### config.mk
export PLATFORM = sky130hd
export DESIGN_NAME = i2s_tdm_capture_flat
export DESIGN_NICKNAME = d
export VERILOG_FILES = /design/src/rtl/i2s_pkg.sv /design/src/rtl/i2s_tdm_capture_if.sv /design/src/rtl/sync_fifo_fwft.sv /design/src/rtl/i2s_tdm_capture.sv /design/src/flat_wrapper.sv
export SDC_FILE = /design/constraint.sdc
export NUM_CORES = 1
export LEC_CHECK = 0
export CAP_MARGIN = 40
export CORE_UTILIZATION = 61
export CTS_BUF_LIST = sky130_fd_sc_hd__clkbuf_2
export CTS_CLUSTER_SIZE = 10
export DETAILED_ROUTE_END_ITERATION = 12
export PLACE_DENSITY = 0.77
export SYNTH_ARGS = -nofsm -noshare
export SYNTH_HDL_FRONTEND = slang
export SYNTH_SLANG_ARGS = --single-unit
### constraint.sdc
create_clock -name sck -period 8.65 [get_ports sck]
set_input_delay 0.865 -clock sck [delete_from_list [all_inputs] [get_ports sck]]
set_output_delay 0.865 -clock sck [all_outputs]
set_load 0.005 [all_outputs]
### src/rtl/i2s_pkg.sv
// i2s_pkg: shared state encoding and constants for the serial audio capture block
package i2s_pkg;
  typedef enum logic [1:0] {IDLE, SYNC, SHIFT} state_t;
  localparam logic ALIGN_I2S = 1'b1;
  localparam logic ALIGN_LJ = 1'b0;
  localparam int OUT_W = 32;
endpackage

### src/rtl/i2s_tdm_capture_if.sv
// i2s_tdm_capture_if: valid/ready sample stream carrying a left-justified word and its slot index
interface i2s_tdm_capture_if
  import i2s_pkg::*;
#(
  parameter int NUM_CH = 2
);
  localparam int CW = $clog2(NUM_CH);
  logic [OUT_W-1:0] m_data;
  logic [CW-1:0] m_ch;
  logic m_valid;
  logic m_ready;
  modport master(output m_data, m_ch, m_valid, input m_ready);
  modport slave(input m_data, m_ch, m_valid, output m_ready);
endinterface

### src/rtl/sync_fifo_fwft.sv
// sync_fifo_fwft: first-word-fall-through FIFO with a registered head word and wrap-bit pointers
module sync_fifo_fwft #(
  parameter int WIDTH = 33,
  parameter int DEPTH = 8
) (
  input  logic             clk,
  input  logic             rst_n,
  input  logic             push,
  input  logic [WIDTH-1:0] din,
  output logic             full,
  input  logic             pop,
  output logic [WIDTH-1:0] dout,
  output logic             valid
);
  localparam int AW = $clog2(DEPTH);
  logic [WIDTH-1:0] mem [DEPTH];
  logic [AW:0] wr_ptr, rd_ptr, wr_ptr_n, rd_ptr_n;
  logic wr_en, rd_en, valid_n;
  always_comb begin
    full = (wr_ptr[AW] != rd_ptr[AW]) && (wr_ptr[AW-1:0] == rd_ptr[AW-1:0]);
    wr_en = push && (!full || pop);
    rd_en = pop && valid;
    wr_ptr_n = wr_ptr + (AW+1)'(wr_en);
    rd_ptr_n = rd_ptr + (AW+1)'(rd_en);
    valid_n = wr_ptr_n != rd_ptr_n;
  end
  always_ff @(posedge clk) begin
    if (wr_en) mem[wr_ptr[AW-1:0]] <= din;
  end
  // The head register must pick up a word written into the slot it is about to expose.
  always_ff @(posedge clk or negedge rst_n) begin
    if (!rst_n) begin
      wr_ptr <= '0;
      rd_ptr <= '0;
      valid <= 1'b0;
      dout <= '0;
    end else begin
      wr_ptr <= wr_ptr_n;
      rd_ptr <= rd_ptr_n;
      valid <= valid_n;
      dout <= !valid_n ? '0 :
              (wr_en && wr_ptr[AW-1:0] == rd_ptr_n[AW-1:0]) ? din : mem[rd_ptr_n[AW-1:0]];
    end
  end
endmodule

### src/rtl/i2s_tdm_capture.sv
// i2s_tdm_capture: I2S/TDM deserialiser producing slot-tagged left-justified words
// with frame-error detection and a sticky FIFO overflow flag.
module i2s_tdm_capture
  import i2s_pkg::*;
#(
  parameter int   DATA_W     = 24,
  parameter int   SLOT_W     = 32,
  parameter int   NUM_CH     = 2,
  parameter int   FIFO_DEPTH = 8,
  parameter logic ALIGN      = ALIGN_I2S
) (
  input  logic sck,
  input  logic rst_n,
  input  logic start,
  input  logic ws,
  input  logic sd,
  input  logic clr_ovf,
  output logic overflow,
  output logic frame_err,
  i2s_tdm_capture_if.master m
);
  localparam int CW = $clog2(NUM_CH);
  localparam int BW = $clog2(SLOT_W);
  localparam int WIDTH = OUT_W + CW;
  state_t state, state_n;
  logic ws_d, fedge, last_bit, frame_last, expected, restart, sample, err, word_done, shift_en;
  logic [BW-1:0] bit_cnt, bit_n, cur_bit;
  logic [CW-1:0] slot_cnt, slot_n, cur_slot;
  logic [DATA_W-1:0] sr;
  logic push_q, full, pop;
  logic [WIDTH-1:0] word_q, fifo_dout;
  always_ff @(posedge sck or negedge rst_n) begin
    if (!rst_n) state <= IDLE;
    else state <= state_n;
  end
  // Counters hold the index of the bit sampled in the current cycle; an accepted
  // frame edge restarts them, and in left-justified mode that edge is itself bit 0.
  always_comb begin
    fedge = ws_d & ~ws;
    last_bit = bit_cnt == BW'(SLOT_W-1);
    frame_last = last_bit && slot_cnt == CW'(NUM_CH-1);
    expected = ALIGN ? frame_last : (bit_cnt == '0 && slot_cnt == '0);
    state_n = state;
    bit_n = bit_cnt;
    slot_n = slot_cnt;
    cur_bit = bit_cnt;
    cur_slot = slot_cnt;
    sample = 1'b0;
    err = 1'b0;
    restart = 1'b0;
    case (state)
      IDLE: state_n = start ? SYNC : IDLE;
      SYNC: begin
        state_n = fedge ? SHIFT : SYNC;
        restart = fedge;
      end
      SHIFT: begin
        if (fedge && !expected) begin
          err = 1'b1;
          restart = 1'b1;
        end else if (expected && !fedge) begin
          err = 1'b1;
          state_n = SYNC;
          bit_n = '0;
          slot_n = '0;
        end else begin
          sample = 1'b1;
          bit_n = last_bit ? '0 : bit_cnt + 1'b1;
          slot_n = !last_bit ? slot_cnt : frame_last ? '0 : slot_cnt + 1'b1;
        end
      end
      default: state_n = IDLE;
    endcase
    if (restart) begin
      sample = !ALIGN;
      cur_bit = '0;
      cur_slot = '0;
      bit_n = ALIGN ? '0 : BW'(1);
      slot_n = '0;
    end
    shift_en = sample && int'(cur_bit) < DATA_W;
    word_done = sample && cur_bit == BW'(DATA_W-1);
    pop = m.m_valid && m.m_ready;
  end
  always_ff @(posedge sck or negedge rst_n) begin
    if (!rst_n) begin
      ws_d <= 1'b0;
      bit_cnt <= '0;
      slot_cnt <= '0;
      sr <= '0;
      push_q <= 1'b0;
      word_q <= '0;
      frame_err <= 1'b0;
      overflow <= 1'b0;
    end else begin
      ws_d <= ws;
      bit_cnt <= bit_n;
      slot_cnt <= slot_n;
      sr <= shift_en ? {sr[DATA_W-2:0], sd} : sr;
      push_q <= word_done;
      word_q <= word_done ? {OUT_W'({sr[DATA_W-2:0], sd}) << (OUT_W-DATA_W), cur_slot} : word_q;
      frame_err <= err;
      overflow <= (push_q && full && !pop) ? 1'b1 : clr_ovf ? 1'b0 : overflow;
    end
  end
  sync_fifo_fwft #(.WIDTH(WIDTH), .DEPTH(FIFO_DEPTH)) u_fifo (
    .clk(sck),
    .rst_n(rst_n),
    .push(push_q),
    .din(word_q),
    .full(full),
    .pop(pop),
    .dout(fifo_dout),
    .valid(m.m_valid)
  );
  assign m.m_data = fifo_dout[WIDTH-1:CW];
  assign m.m_ch = fifo_dout[CW-1:0];
endmodule

### src/flat_wrapper.sv
// flat-port wrapper written by rule: the top's interface ports become plain ports
module i2s_tdm_capture_flat import i2s_pkg::*;
#(
  parameter int   DATA_W     = 24,
  parameter int   SLOT_W     = 32,
  parameter int   NUM_CH     = 2,
  parameter int   FIFO_DEPTH = 8,
  parameter logic ALIGN      = ALIGN_I2S
)
  (sck, rst_n, start, ws, sd, clr_ovf, overflow, frame_err, m_m_data, m_m_ch, m_m_valid, m_m_ready);
  i2s_tdm_capture_if #(.NUM_CH(NUM_CH)) m_i ();
  input  logic sck;
  input  logic rst_n;
  input  logic start;
  input  logic ws;
  input  logic sd;
  input  logic clr_ovf;
  output logic overflow;
  output logic frame_err;
  output wire logic [$bits(m_i.m_data)-1:0] m_m_data;
  output wire logic [$bits(m_i.m_ch)-1:0] m_m_ch;
  output wire logic [$bits(m_i.m_valid)-1:0] m_m_valid;
  input wire logic [$bits(m_i.m_ready)-1:0] m_m_ready;
  assign m_m_data = m_i.m_data;
  assign m_m_ch = m_i.m_ch;
  assign m_m_valid = m_i.m_valid;
  assign m_i.m_ready = m_m_ready;
  i2s_tdm_capture #(.DATA_W(DATA_W), .SLOT_W(SLOT_W), .NUM_CH(NUM_CH), .FIFO_DEPTH(FIFO_DEPTH), .ALIGN(ALIGN)) u_core (.sck(sck), .rst_n(rst_n), .start(start), .ws(ws), .sd(sd), .clr_ovf(clr_ovf), .overflow(overflow), .frame_err(frame_err), .m(m_i));
endmodule
### Word level (Yosys, flattened, before mapping)

Memory sizes are Yosys's and may differ from the RTL's.
Index checks and enable logic that the tools add are counted.

* register bits: 102
* memory bits (writable): 200
* bits of input ports: 7
* output and inout bits: 36
* word-level logic and storage cells: 89
* memories: 1

Memory list
* u_core.u_fifo.mem: depth 8, bits a word 25, rd ports 1, clocked after memory_dff 0, write ports 1, line sync_fifo_fwft.sv:16 `logic [WIDTH-1:0] mem [DEPTH];`

* $add $sub $neg: 4
* magnitude comparators: 1
* equal/unequal tests: 11
* multiplexer cells: 33
* bitwise gates (word level): 2
* reduce and logical (&&, ||, !) cells: 24

Operators with widths (count)
* 2-to-1 mux 33 bit: 2
* 2-to-1 mux 5 bit: 6
* 2-to-1 mux 1 bit: 20
* logical AND 1 bit: 12
* == test 5 bit (second input constant): 2
* adder 4 x 1 -> 4 bit: 2
* == test 3 bit: 2
* 2-to-1 mux 2 bit: 3
* case mux 2 bit (3 select lines): 1
* adder 5 x 1 -> 5 bit (second input constant): 1
* less-than comparator 5 bit (second input constant): 1
* zero test 1 bit: 4
* inequality test 2 x 1 -> 1 bit (second input constant): 2
* inequality test 4 bit: 1
* AND reduction 2 bit: 2
* nonzero test 2 bit: 2
* AND reduction 3 bit: 1
* nonzero test 3 bit: 1
* == test 2 x 1 -> 1 bit (second input constant): 1
* == test 2 bit (second input constant): 1
* zero test 2 bit: 1
* inequality test 2 bit (second input constant): 1
* case mux 1 bit (2 select lines): 1
* adder 1 bit (second input constant): 1
* 4 further kinds: 4

### Logic depth before layout (Yosys ltp)

Gate-level depths: netlist (run 1).

* word-level depth: 9
* mapped depth: 13
* gate-level depth less buffers: 10

### Cells and area by module

A second synthesis (run 1) with hierarchy kept.

* cell total of the unflattened synthesis: 719
* area, all modules: 14407.6 um2

By module, submodules not included
* sync_fifo_fwft: times used 1, cells an instance 545, area each 11811.3 um2, sequential area each 8978.6 um2
* i2s_tdm_capture: times used 1, cells an instance 174, area each 2596.2 um2, sequential area each 1501.4 um2

### Least setup slack after synthesis (run 1)

Ideal clock, no wire load.

* path type: input port to flip-flop
* from: input port m_m_ready
* to: memory u_core.u_fifo.mem[4][0] in the netlist's numbering, enable pin
* setup time: 0.479 ns
* data arrival time: 4.006 ns
* data required time: 8.171 ns
* slack: 4.164 ns
* stages: 4
* path buffers: 0
* cell sequence: and2_1 > nand2b_1 > o21ai_1 > nor4b_1

* longest elaborated chain between the ends: 5

RTL lines
* start: declaration: line flat_wrapper.sv:23 `input wire logic [$bits(m_i.m_ready)-1:0] m_m_ready;`
* logical AND 1 bit: line i2s_tdm_capture.sv:83 `pop = m.m_valid && m.m_ready;`
* logical OR 1 bit: line sync_fifo_fwft.sv:21 `wr_en = push && (!full || pop);`
* logical AND 1 bit: line sync_fifo_fwft.sv:21
* 2-to-1 mux 1 bit: line sync_fifo_fwft.sv:28 `if (wr_en) mem[wr_ptr[AW-1:0]] <= din;`
* 2-to-1 mux 1 bit (not written as such): line sync_fifo_fwft.sv:28
* end: declaration: line sync_fifo_fwft.sv:16

Every way passes these cells.

### Final worst setup path (run 1)

* from: register u_core.u_fifo.wr_ptr[2]
* to: register u_core.u_fifo.dout[0]

* longest elaborated chain between the ends: 8
* elaborated cells between the ends (all ways): 11
* those cells by class: 1 x add/sub; 3 x eq/ne; 2 x mux; 5 x reduce/logical

RTL lines
* start: declaration: line sync_fifo_fwft.sv:17 `logic [AW:0] wr_ptr, rd_ptr, wr_ptr_n, rd_ptr_n;`
* start signal: assignment: line sync_fifo_fwft.sv:38 `wr_ptr <= wr_ptr_n;`
* == test 3 bit: line sync_fifo_fwft.sv:20 `full = (wr_ptr[AW] != rd_ptr[AW]) && (wr_ptr[AW-1:0] == rd_ptr[AW-1:0]);`
* logical AND 1 bit: line sync_fifo_fwft.sv:20
* zero test 1 bit: line sync_fifo_fwft.sv:21
* logical OR 1 bit: line sync_fifo_fwft.sv:21
* logical AND 1 bit: line sync_fifo_fwft.sv:21
* adder 4 x 1 -> 4 bit (*): line sync_fifo_fwft.sv:23 `wr_ptr_n = wr_ptr + (AW+1)'(wr_en);`
* net u_core.u_fifo.wr_ptr_n[2]: line sync_fifo_fwft.sv:17
* inequality test 4 bit (*): line sync_fifo_fwft.sv:25 `valid_n = wr_ptr_n != rd_ptr_n;`
* 2-to-1 mux 33 bit (*): line sync_fifo_fwft.sv:41 `dout <= !valid_n ? '0 :`
* end signal: assignment: line sync_fifo_fwft.sv:41
* end: declaration: line sync_fifo_fwft.sv:12 `output logic [WIDTH-1:0] dout,`

The timed path passes the listed nets; every way through them passes the cells marked *.
A chain may end at the register's enable or synchronous reset.

==> impl_results.md, run 1 <==
- Initial Util: 63.24%
- Cts repair resizes: 0
- Remaining global-route overflow: 0
- Final Hold Viols: 0
- Core ar.: 18270 µm²
- PnR worst setup slack: 4798 ps
- Synth Instances: 604
- Final instance area: 12920 µm²
- Startpoint types: register
- 1st-iter DRT viols: 341
- Multi-input combinational cell area: 3058 µm²
- Post-route ant nets: 0
- Pre-CTS setup slack: 4283 ps
- Total power: 2.468 mW
- Max-slew violations: 0
- Crit path DAT: 4500 ps
- CTS Hold Buffers Added: 1
- Synth Cell Area: 11550 µm²
- Ys async rst share: 31.97%
- #FFs+latches synth: 294
- Via count: 5830
- Clock Skew: 47.96 ps
- CTS root buffer: clkbuf_2
- # IOs: 43
- First-pass GRT wire length: 34.09 mm
- Vias in the first global route: 6334
- Hpwl dp: 12.29 mm
- Register area share after synthesis: 72.33%
- Largest net degree at the start of global routing: 57
- P per Cell Area: 191.0 nW/µm²
- Clk slew on worst S/H paths: 100 ps
- RSZ-0062 raised after global routing: false
- Final wirelength: 21.45 mm
- Post-route setup TNS: 0 ps
- Most frequent cells in the layout: edfxtp_1 (200), clkbuf_2 (121), dfrtp_1 (94)
- EDFF count, synth: 200
- Share of cells above drive strength 1: 34.38%
- Slew @ Worst Pin: 878.1 ps
- Fill cells: 1167
- Reg area: 8358 µm²
- Leading cell type in the layout, fill and taps excluded: edfxtp_1
- FP Rows: 49
- DRC viols: 0
- Achievable frequency: 259.6 MHz
- Util after Layout: 70.74%
- Library cells used by synthesis: 41
- Setup bufs post-CTS: 0
- Mean routed wirelength per cell: 21.64 µm
- Vias/cell: 5.883
- Fin cells: 991
- Final worst-path cycle share: 44.53%
- Die X: 139.6 µm
- Static Leak: 5.264 nW
- Syn-to-layout area delta: 11.86%
- Gr usage total: 23.76%
- Minimum clock period: 3852 ps
- Top FF cell, synth: edfxtp_1
- Worst EP required: 9300 ps
- Min-Delay Path Class: register to register
- Fin nets: 723
- Final Hold Slack: 529.2 ps
- Avg Cell Area, Syn: 19.13 µm²
- Die area: 19500 µm²
- Status: finished, final reports clean
- Number of antenna violations at the first check in global routing: 0
- CTS tree: built
- Worst-Skew Late Latency: 810 ps
- GP Congestion: 0.7293
- Headroom to the max-slew limit: 41.07%
- H-tree levels: 3
- Clk sinks: 294
- Ant diodes: 0
- DR pass1 iterations: 4
- Crit path kind: register to register
- Cell Area, Placed: 12270 µm²
- CTS Buf Count: 71
- Clock tree buffer depth: 3
- Syn. warnings: 0
- I/O Buffers: 34
- Max-Cap Viols: 0
- VDD IR-drop max: 122.8 µV
- DIE HEIGHT: 139.6 µm
- Post-placement cell count: 859
- CP Max Fanout: 26
- Crit end category: register
- Final setup viols: 0
==> registers in the layout, summed over array words and instances (netlist names) <==
name,count
u_core.u_fifo.wr_ptr,4
u_core.push_q,1
u_core.u_fifo.mem,200
u_core.u_fifo.dout,25
u_core.frame_err,1
u_core.word_q,25
u_core.u_fifo.rd_ptr,4
u_core.state,2
u_core.bit_cnt,5
u_core.slot_cnt,1
u_core.u_fifo.valid,1
u_core.overflow,1
u_core.ws_d,1
u_core.sr,23
==> cells by family after synthesis <==
family / Yosys count / synth area share (%)
mux: 124 / 16.68
buf+inv: 48 / 2.296
other cells: 1 / 0.03245
xor+xnor: 15 / 1.397
flops: 294 / 72.33
simple gates: 68 / 2.924
compound gates: 42 / 3.043
fa+ha+maj: 12 / 1.299
==> routing by layer <==
layer | vias to the layer above | share of wire, % | track usage, %
met3 | 41 | 4.0 | 5.471
met1 | 3037 | 40 | 28.88
met4 | 0 | 2.0 | 9.370
li1 | 2592 | - | -
met2 | 160 | 54 | 41.50
met5 | - | 0 | 0
==> report_power, final <==
part           total [mW]  internal (mW)  switching, mW
clock               0.878          0.362          0.516
combinational      0.0734         0.0319         0.0414
sequential           1.52           1.50         0.0138
total                2.47           1.90          0.571
==> Yosys cell counts (5+ instances only) <==
cell        n  area (µm²)
xor2_1      7       61.31
clkbuf_1    9       33.78
xnor2_1     5       43.79
inv_1      10       37.54
ha_1       12       150.1
mux2i_1    26       260.3
a21oi_1     5       25.02
dfrtp_1    94        2352
nand3_1     5       25.02
nor2_1      7       26.28
buf_4       8       60.06
buf_2      16       80.08
mux2_2     48       540.5
mux4_2     50        1126
o21ai_0     6       30.03
edfxtp_1  200        6006
nand2_1    31       116.4
o211a_1    25       250.2
==> critical path, stage by stage, from the launching register on <==
cell and delay (ps):
dfrtp_1 680, xnor2_1 180, nand3_1 190, o21ai_1 750, inv_1 120, ha_1 250, ha_1 210, xor2_2 160
xor2_1 180, or4_1 540, buf_4 280, o211a_1 160
==> path summary, 6_finish.rpt <==
path | start | depth (start not counted) | end | slack, ps
hold / removal | u_core.sr[16] | 1 | u_core.word_q[26] | 530
min in group asynchronous | rst_n | 2 | u_core.u_fifo.dout[15] | 590
setup / recovery | u_core.u_fifo.wr_ptr[2] | 11 | u_core.u_fifo.dout[0] | 4800
max in group asynchronous | rst_n | 3 | u_core.sr[17] | 6890
setup reg to reg | u_core.u_fifo.wr_ptr[2] | 11 | u_core.u_fifo.dout[0] | 4800
hold reg to reg | u_core.sr[16] | 1 | u_core.word_q[26] | 530
==> cell type report <==
| type | instances | area share (%) |
|---|---|---|
| clock buffer | 121 | 4.685 |
| inverter | 10 | 0.2904 |
| tap | 229 | 2.217 |
| sequential | 294 | 64.67 |
| multi-input combinational | 269 | 23.66 |
| timing repair buffer | 58 | 4.182 |
| clock inverter | 10 | 0.3001 |
(Power assumes the default switching activity.)
==> inputs of run 2 (changes only) <==
Settings changed: CORE_UTILIZATION 61 to 57, PLACE_DENSITY 0.77 to 0.75.
Clock period 8.65 ns to 3.4 ns, I/O delays scaled along.
==> run 2 against run 1 <==
  * Final area up 0.98%
  * Combinational power grew 150%
  * Worst hold slack got worse by 420 ps
  * Routed wire length up 3.9%
  * Utilization down 4.3 points
  * Via count rose by 1.1%
  * Global-route usage down 0.36 points
  * Fmax increased by 19%
  * Worst setup slack got worse by 4600 ps
  * Count of clock-buffer cells in the layout down 4
  * First-iteration DRC count increased by 9.1%
  * Clock power rose to 2.7 times the previous value
==> impl_results.md, run 2 (same netlist as run 1, synthesis figures left out) <==
- Max reg flops: 200 (unchanged)
- PnR worst setup slack: 156.5 ps (-4642 ps)
- Largest net degree at the start of global routing: 50 (-12%)
- Clock tree buffer depth: 3 (unchanged)
- Syn-to-layout area delta: 12.95%
- First-pass GRT wire length: 34.69 mm (+1.7%)
- Crit-path cells: xnor2_1 > nand3_1 > o21ai_1 > inv_1 > ha_1 > ha_1 > xor2_2 > xor2_1 > or4_1 > buf_4 > o211a_1
- Worst EP required: 4050 ps (-5250 ps)
- 1st-iter DRT viols: 372 (+9.1%)
- # IOs: 43 (unchanged)
- DRC viols: 0 (unchanged)
- Static Leak: 5.217 nW (-0.90%)
- Vias/cell: 5.720 (-2.8%)
- Status: finished, final reports clean
- VDD IR-drop max: 283.0 µV (+130%)
- Number of antenna violations at the first check in global routing: 2 (+2)
- H-tree levels: 3 (unchanged)
- Achievable frequency: 308.3 MHz (+19%)
- Final setup viols: 0 (unchanged)
- Remaining global-route overflow: 0 (unchanged)
- Setup crit end: u_core.u_fifo.dout[13]
- Max-slew violations: 0 (unchanged)
- Slew @ Worst Pin: 670.5 ps (-207.6 ps)
- Cell Area, Placed: 12350 µm² (+0.61%)
- Via count: 5892 (+1.1%)
- CTS root buffer: clkbuf_2
- Clk sinks: 294 (unchanged)
- Post-placement cell count: 898 (+4.5%)
- CTS Buf Count: 71 (unchanged)
- Mean routed wirelength per cell: 21.63 µm (about the same)
- Slowest cell on crit path: or4_1
- CP Max Fanout: 25 (-3.8%)
- Final worst-path cycle share: 95.40% (+51 points)
- Worst-Skew Late Latency: 810 ps (about the same)
- Crit path kind: register to register
- GP Congestion: 0.8159 (+12%)
- Fin cells: 1030 (+3.9%)
- Final wirelength: 22.28 mm (+3.9%)
- Headroom to the max-slew limit: 55.30% (+14 points)
- RSZ-0062 raised after global routing: false
- Final Hold Viols: 0 (unchanged)
- DR pass1 iterations: 5 (+1)
- Vias in the first global route: 6335 (+0.016%)
- Core ar.: 19650 µm² (+7.6%)
- Multi-input combinational cell area: 3053 µm² (-0.16%)
- Worst setup startpoint: u_core.u_fifo.wr_ptr[0]
- R2R Path End: u_core.u_fifo.dout[13]
- Minimum clock period: 3243 ps (-608.4 ps)
- Worst path max stage delay: 560 ps (-190 ps)
- Hpwl dp: 12.28 mm (about the same)
- R2R Setup Slk: 160 ps (-4640 ps)
- Startpoint types: register
- Clock Skew: 52.65 ps (+4.696 ps)
- Cell with the most instances on the worst path: ha_1
- Reg area: 8358 µm² (unchanged)
- Final Hold Slack: 108.4 ps (-420.7 ps)
- R2r worst-path depth: 11 (unchanged)
- Util after Layout: 66.41% (-4.3 points)
- Fin nets: 727 (+0.55%)
- Fill cells: 1377 (+18%)
- Post-route ant nets: 0 (unchanged)
- I/O Buffers: 34 (unchanged)
- Most frequent cells in the layout: edfxtp_1 (200), clkbuf_2 (117), dfrtp_1 (94)
- Pre-CTS setup slack: 180.3 ps (-4102 ps)
- Gr usage total: 23.40% (-0.36 points)
- FP Rows: 51 (+4.1%)
- Clk slew on worst S/H paths: 100 ps (about the same)
- Leading cell type in the layout, fill and taps excluded: edfxtp_1
- Die area: 20850 µm² (+6.9%)
- Cts repair resizes: 0 (unchanged)
- Share of cells above drive strength 1: 34.08% (-0.31 points)
- DIE HEIGHT: 144.4 µm (+3.4%)
- CTS tree: built
- Max-Cap Viols: 0 (unchanged)
- Final instance area: 13050 µm² (+0.98%)
- RR Startpoint: u_core.u_fifo.wr_ptr[0]
- Crit end category: register
- Initial Util: 58.79% (-4.5 points)
- P per Cell Area: 490.5 nW/µm² (+160%)
- Crit path DAT: 3890 ps (-610 ps)
- Min-Delay Path Class: input pin to async pin
- Die X: 144.4 µm (+3.4%)
==> run 2: changes by cell type in the layout (fill, tap and decap cells not counted), sizes merged <==
cell | before | now
clkbuf | 121 | 117
buf | 24 | 27
bufinv | 0 | 2
diode | 0 | 2
inv | 13 | 11
clkinv | 7 | 8
dlygate4sd3 | 1 | 2
==> run 2: layout make-up <==
cell class / instances / area share [%]
sequential: 294 / 64.04
multi-input combinational: 269 / 23.39
clock buffer: 117 / 4.487
timing repair buffer: 62 / 4.487
tap: 265 / 2.540
clock inverter: 11 / 0.7286
inverter: 10 / 0.2876
antenna: 2 / 0.03835
==> run 2: report_power, final <==
part / switching [mW] / leakage [nW] / internal (mW) / total [mW]
combinational: 0.101 / 1.47 / 0.0812 / 0.182
sequential: 0.0346 / 3.21 / 3.83 / 3.86
clock: 1.32 / 0.533 / 1.04 / 2.36
total: 1.45 / 5.22 / 4.95 / 6.40
==> run 2: routing by layer <==
layer  share of wire (%)  track usage, %  vias to the layer above
met5                   0               0                        -
met4                 1.8           9.529                        0
li1                    -               -                     2594
met3                 5.6           5.430                       42
met2                  52           38.99                      205
met1                  41           29.83                     3051
==> run 2: worst min path at each step <==
stage                        from  cells past startpoint                      end
after CTS                   rst_n                      2  u_core.u_fifo.wr_ptr[1]
final                       rst_n                      2  u_core.u_fifo.rd_ptr[1]
after global routing      clr_ovf                      2          u_core.overflow
after floorplan             rst_n                      0        u_core.bit_cnt[0]
after detailed placement    rst_n                      1  u_core.u_fifo.rd_ptr[1]
after global placement      rst_n                      1  u_core.u_fifo.rd_ptr[1]
==> run 2: worst max-delay path: cells and delay by family (launching register included) <==
| kind | cells | cell delay [ps] |
|---|---|---|
| and+or+nand+nor | 2 | 770 |
| xor gates and xnor gates | 3 | 600 |
| DFF | 1 | 540 |
| adders and majority gates | 2 | 440 |
| AOI/OAI and AO/OA | 2 | 420 |
| buffers and inverters | 2 | 340 |
==> run 2: through the flow <==
| step | setup TNS [ps] | power [mW] |
|---|---|---|
| floorplan | -101420 | 4.053 |
| detailed placement | 0 | 4.120 |
| global route | 0 | 6.685 |
| global placement | 0 | 4.104 |
| CTS | 0 | 6.479 |
| finish | 0 | 6.402 |
==> run 2: timing repair <==
| action | in CTS | in global routing |
|---|---|---|
| hold buffers | 2 | 0 |
| endpoints found under the hold margin | 48 | 0 |
| setup buffers | 0 | 0 |
